[config.mk]
export PLATFORM = sky130hd
export DESIGN_NAME = analog_force_driver
export DESIGN_NICKNAME = d
export VERILOG_FILES = /design/src/rtl/analog_force_driver.sv
export SDC_FILE = /design/constraint.sdc
export NUM_CORES = 1
export LEC_CHECK = 0
export ABC_AREA = 1
export BUFFER_PORTS_ARGS = -buffer_cell sky130_fd_sc_hd__buf_2
export CAP_MARGIN = 20
export CORE_MARGIN = 1
export CORE_UTILIZATION = 35
export DETAILED_ROUTE_END_ITERATION = 8
export SETUP_SLACK_MARGIN = 0.4
export SLEW_MARGIN = 20
export SYNTH_ARGS = -nofsm -noshare
export SYNTH_HDL_FRONTEND = slang
export SYNTH_SLANG_ARGS = --single-unit
[constraint.sdc]
create_clock -name clk -period 4.6 [get_ports clk]
set_clock_uncertainty 0.2 [all_clocks]
set_input_delay 0.46 -clock clk [delete_from_list [all_inputs] [get_ports clk]]
set_output_delay 0.46 -clock clk [all_outputs]
set_load 0.01 [all_outputs]
[src/rtl/analog_force_driver.sv]
// analog_force_driver: ramps a forced node code to a target, holds, releases.
// Define ANALOG_FORCE_CLAMP_EN to clamp target and ramp to [CODE_MIN, CODE_MAX].
module analog_force_driver #(
  parameter int CODE_W   = 12,
  parameter int DWELL_W  = 8,
  parameter int HOLD_W   = 16,
  parameter int CODE_MIN = 0,
  parameter int CODE_MAX = 4095
) (
  input  logic               clk,
  input  logic               rst_n,
  input  logic               req_valid,
  output logic               req_ready,
  input  logic [CODE_W-1:0]  req_target,
  input  logic [CODE_W-1:0]  req_step,
  input  logic [DWELL_W-1:0] req_dwell,
  input  logic [HOLD_W-1:0]  req_hold,
  input  logic               release_req,
  output logic               force_en,
  output logic [CODE_W-1:0]  force_code,
  output logic               ramping,
  output logic               done
);

`ifdef ANALOG_FORCE_CLAMP_EN
  localparam bit CLAMP = 1'b1;
`else
  localparam bit CLAMP = 1'b0;
`endif

  localparam logic [CODE_W-1:0] LO = CODE_W'(CODE_MIN);
  localparam logic [CODE_W-1:0] HI = CODE_W'(CODE_MAX);

  typedef enum logic [1:0] {
    IDLE, RAMP, HOLD, RELEASE
  } state_t;

  state_t state, state_nx;

  logic [CODE_W-1:0]  code_q, tgt_q, step_q;
  logic [CODE_W-1:0]  diff, nxt;
  logic [DWELL_W-1:0] dwell_q, dcnt_q;
  logic [HOLD_W-1:0]  hold_q, hcnt_q;
  logic               accept, rel, slot, land;
  logic               expire;

  function automatic logic [CODE_W-1:0] clamp(
    input logic [CODE_W-1:0] v
  );
    if (!CLAMP) return v;
    if (v < LO) return LO;
    if (v > HI) return HI;
    return v;
  endfunction

  assign rel    = release_req &&
                  (state == RAMP || state == HOLD);
  assign accept = req_valid && req_ready;
  assign slot   = (dcnt_q == '0);
  assign diff   = (code_q >= tgt_q) ? code_q - tgt_q
                                    : tgt_q - code_q;
  assign land   = (step_q == '0) || (diff <= step_q);
  assign expire = (hold_q != '0) &&
                  (hcnt_q <= HOLD_W'(1));

  // Landing rule keeps the stepped code on the near side of the target.
  always_comb begin
    nxt = tgt_q;
    if (!land) begin
      if (tgt_q > code_q) nxt = clamp(code_q + step_q);
      else                nxt = clamp(code_q - step_q);
    end
  end

  always_ff @(posedge clk or negedge rst_n) begin
    if (!rst_n) state <= IDLE;
    else        state <= state_nx;
  end

  always_comb begin
    state_nx = state;
    unique case (state)
      IDLE:    if (accept) state_nx = RAMP;
      RAMP: begin
        if (rel)               state_nx = RELEASE;
        else if (slot && land) state_nx = HOLD;
      end
      HOLD: begin
        if (rel)         state_nx = RELEASE;
        else if (accept) state_nx = RAMP;
        else if (expire) state_nx = RELEASE;
      end
      RELEASE: state_nx = IDLE;
      default: state_nx = IDLE;
    endcase
  end

  always_comb begin
    req_ready  = (state == IDLE) ||
                 (state == HOLD && !release_req);
    force_en   = (state == RAMP) || (state == HOLD);
    ramping    = (state == RAMP);
    done       = (state == RELEASE);
    force_code = code_q;
  end

  always_ff @(posedge clk or negedge rst_n) begin
    if (!rst_n) begin
      code_q  <= '0;
      tgt_q   <= '0;
      step_q  <= '0;
      dwell_q <= '0;
      dcnt_q  <= '0;
      hold_q  <= '0;
      hcnt_q  <= '0;
    end else if (accept) begin
      tgt_q   <= clamp(req_target);
      step_q  <= req_step;
      dwell_q <= req_dwell;
      dcnt_q  <= req_dwell;
      hold_q  <= req_hold;
    end else if (state == RAMP && !rel) begin
      if (slot) begin
        code_q <= nxt;
        dcnt_q <= dwell_q;
        if (land) hcnt_q <= hold_q;
      end else begin
        dcnt_q <= dcnt_q - DWELL_W'(1);
      end
    end else if (state == HOLD && !rel) begin
      if (hcnt_q != '0) hcnt_q <= hcnt_q - HOLD_W'(1);
    end
  end

endmodule

==> impl_metrics.tcl <==
set metrics [dict create \
    die-area_um2 19900 \
    ios 68 \
    cp.arrival_ns 3.99 \
    required_ns 4.64 \
    cap_viol_max_count 0 \
    wl_mm 18.0 \
    max_stage_delay_ns 0.45 \
    status "finished, final reports clean" \
    num_vias 6220 \
    cts_buffer_depth 2 \
    cts_made_buffers 9 \
    fill_cells 1981 \
    io_buffer_count 67 \
    cts_tree "done" \
    ys_seq_elements 86 \
    cts-root-buf "clkbuf_16" \
    crit_path_top_delay_cell "fa_1" \
    cp_cell_sequence "inv_1 > ha_1 > inv_1 > fa_1 > nand3_1 > nand3_1 > nand3_1 > nand3_2 > nand2_2 > buf_4 > a31oi_1 > xor2_1 > ha_1 > a21oi_1 > o21ai_0 > nand2_1 > nand3_1 > xor2_1 > o21ai_0 > nand2_1" \
    antenna_found_initial 0 \
    yosysSeqAreaShare_pct 31.8 \
    slew_headroom_pct 37.5 \
    grt_pass1_wl_mm 30.0 \
    hp-class "input port to register" \
    grt_overflow 0 \
    synth-main-ff-cell "dfrtp_1" \
    ff2ff_setup_slack_ns 0.64 \
    die_y_um 141 \
    period_needed_ns 3.96 \
    syn_area_um2 6780 \
    core-area_um2 18800 \
    wl_per_cell_um 14.0 \
    hold_viol 0 \
    drt-pass1-iter-count 5 \
    finalSetupTns_ns 0 \
    gp_congestion 0.950 \
    drtAntennaViolNets 0 \
    grt_usage_pct 19.2 \
    clkLatencyLatePin_ns 0.35 \
    viasPerCell 4.83 \
    place_hpwl_mm 13.9 \
    cts_sinks 86 \
    path_clk_slew_ns 0.06 \
    syn-mean-instance-area_um2 7.01 \
    cp-start-kind "register" \
    crit_path_max_fanout 8 \
    path_common_cell "nand3_1" \
    nets 1135 \
    drive_gt1_share_pct 12.2 \
    end_kind "register" \
    drc_errors 0 \
    area_delta_synth_final_pct 13.4 \
    netlist-cell-type-count 43 \
    finalSetupViolCount 0 \
    layout_commonest_cell "nand2_1" \
    maxSlewViolCount 0 \
    die-width_um 141 \
    grt_max_degree 65 \
    min_period_over_period_pct 86.0 \
    rsz0062_at_grt "yes" \
    drt-initial-drc-count 367 \
    start_util_pct 36.0 \
    syn_inst 966 \
    htreeDepth 3 \
    tightest_slew_ns 0.937 \
    async_flop_share_pct 100 \
    diodes 0 \
    first_global_vias 5980 \
    synth_edf_count 0 \
    final_cell_mix "292 x nand2_1, 114 x inv_1, 85 x dfrtp_1, 84 x o21ai_0, 72 x nor2_1" \
    placementRows 50 \
    critical_path_class "register to register" \
    synth_nets 1078 \
    fmax_mhz 253 \
    yosys_warnings 0 \
]
Yosys cell counts, types with 2 or more instances:
cell type / n / area [um2]
clkbuf_1: 10 / 37.5
a21o_1: 3 / 22.5
buf_4: 4 / 30.0
nor2_1: 72 / 270
dfrtp_1: 86 / 2150
buf_2: 10 / 50.1
nand2_4: 4 / 45.0
o211ai_1: 4 / 30.0
nand2_1: 292 / 1100
xor2_1: 34 / 298
fa_1: 3 / 60.1
a21oi_1: 48 / 240
o221ai_1: 6 / 52.6
nor3_1: 4 / 20.0
buf_6: 2 / 22.5
o21a_1: 2 / 15.0
nand2_2: 7 / 43.8
ha_1: 57 / 713
nor2_2: 6 / 37.5
o21ai_1: 4 / 20.0
inv_1: 114 / 428
a31oi_1: 7 / 43.8
inv_2: 4 / 15.0
nand3b_1: 3 / 22.5
nand4_1: 5 / 31.3
nand3_1: 65 / 325
xnor2_1: 6 / 52.6
a211oi_1: 2 / 15.0
o21ai_0: 87 / 435
nand3_2: 2 / 20.0
stage by stage:
| stage | std cells | utilization (%) | hold slack (ns) | area [um2] | worst slack (ns) |
|---|---|---|---|---|---|
| final | 1288 | 40.8 | 0.103 | 7690 | 0.643 |
| after CTS | 1286 | 40.5 | 0.0946 | 7620 | 0.401 |
| after global routing | 1288 | 40.8 | 0.109 | 7690 | 0.378 |
| after global placement | 1269 | 38.7 | 0.257 | 7290 | 0.371 |
| after floorplan | 966 | - | -0.0356 | 6780 | 1.08 |
| after detailed placement | 1269 | 38.7 | 0.262 | 7290 | 0.319 |
cell type report:
cell class | instances | area [um2] | share of cell area (%)
Clock inverter | 4 | 53.8 | 0.700
Inverter | 121 | 465 | 6.06
Timing Repair Buffer | 74 | 393 | 5.11
Clock buffer | 12 | 246 | 3.21
Sequential cell | 86 | 2150 | 28.0
Tap cell | 260 | 325 | 4.23
Multi-Input combinational cell | 731 | 4050 | 52.7
what timing repair did:
| item | CTS | global route |
|---|---|---|
| gates cloned | 0 | 0 |
| hold buffers | 1 | 0 |
| hold endpoints to repair | 17 | 0 |
| resized for setup | 3 | 15 |
| pin swaps | 0 | 1 |
| setup endpoints to repair | 25 | 30 |
| buffers inserted | 0 | 2 |
cell families after synthesis:
| group | share of synthesized area (%) |
|---|---|
| fa+ha+maj | 11.4 |
| flops | 31.8 |
| buf+inv | 9.40 |
| compound gates | 13.6 |
| simple gates | 28.7 |
| xor+xnor | 5.17 |
worst max-delay path, delay by kind of cell, from the launching register on:
kind	cells	cell delay (ns)
AO/OA/AOI/OAI	4	0.57
XOR/XNOR	2	0.46
adder cells (fa/ha/maj)	3	0.95
buffers and inverters	3	0.34
flip-flops	1	0.39
AND/OR/NAND/NOR	8	0.92
registers in the layout, summed over array words and instances (netlist names):
| signal | cells |
|---|---|
| hcnt_q | 16 |
| hold_q | 16 |
| force_code | 12 |
| step_q | 12 |
| tgt_q | 12 |
| dcnt_q | 8 |
| dwell_q | 8 |
| state | 2 |
final timing paths:
path,start,endpoint,depth (start not counted)
min in group asynchronous,rst_n,step_q[1],2
worst min register to register,dwell_q[5],dwell_q[5],2
worst min-delay path,req_hold[11],hold_q[11],3
worst max register to register,tgt_q[0],force_code[9],20
max in group asynchronous,rst_n,dcnt_q[4],3
worst max-delay path,tgt_q[0],force_code[9],20
layer usage:
| layer | GRT usage (%) | vias up | part of all wire (%) |
|---|---|---|---|
| met1 | 25.2 | 2847 | 48 |
| met4 | 7.78 | 0 | 2.5 |
| met5 | 0 | - | 0 |
| met3 | 3.06 | 26 | 3.7 |
| li1 | - | 3220 | - |
| met2 | 31.3 | 127 | 46 |
Power is not shown: default switching activity piles up to over one toggle a cycle in this logic, so the estimate is an artifact.
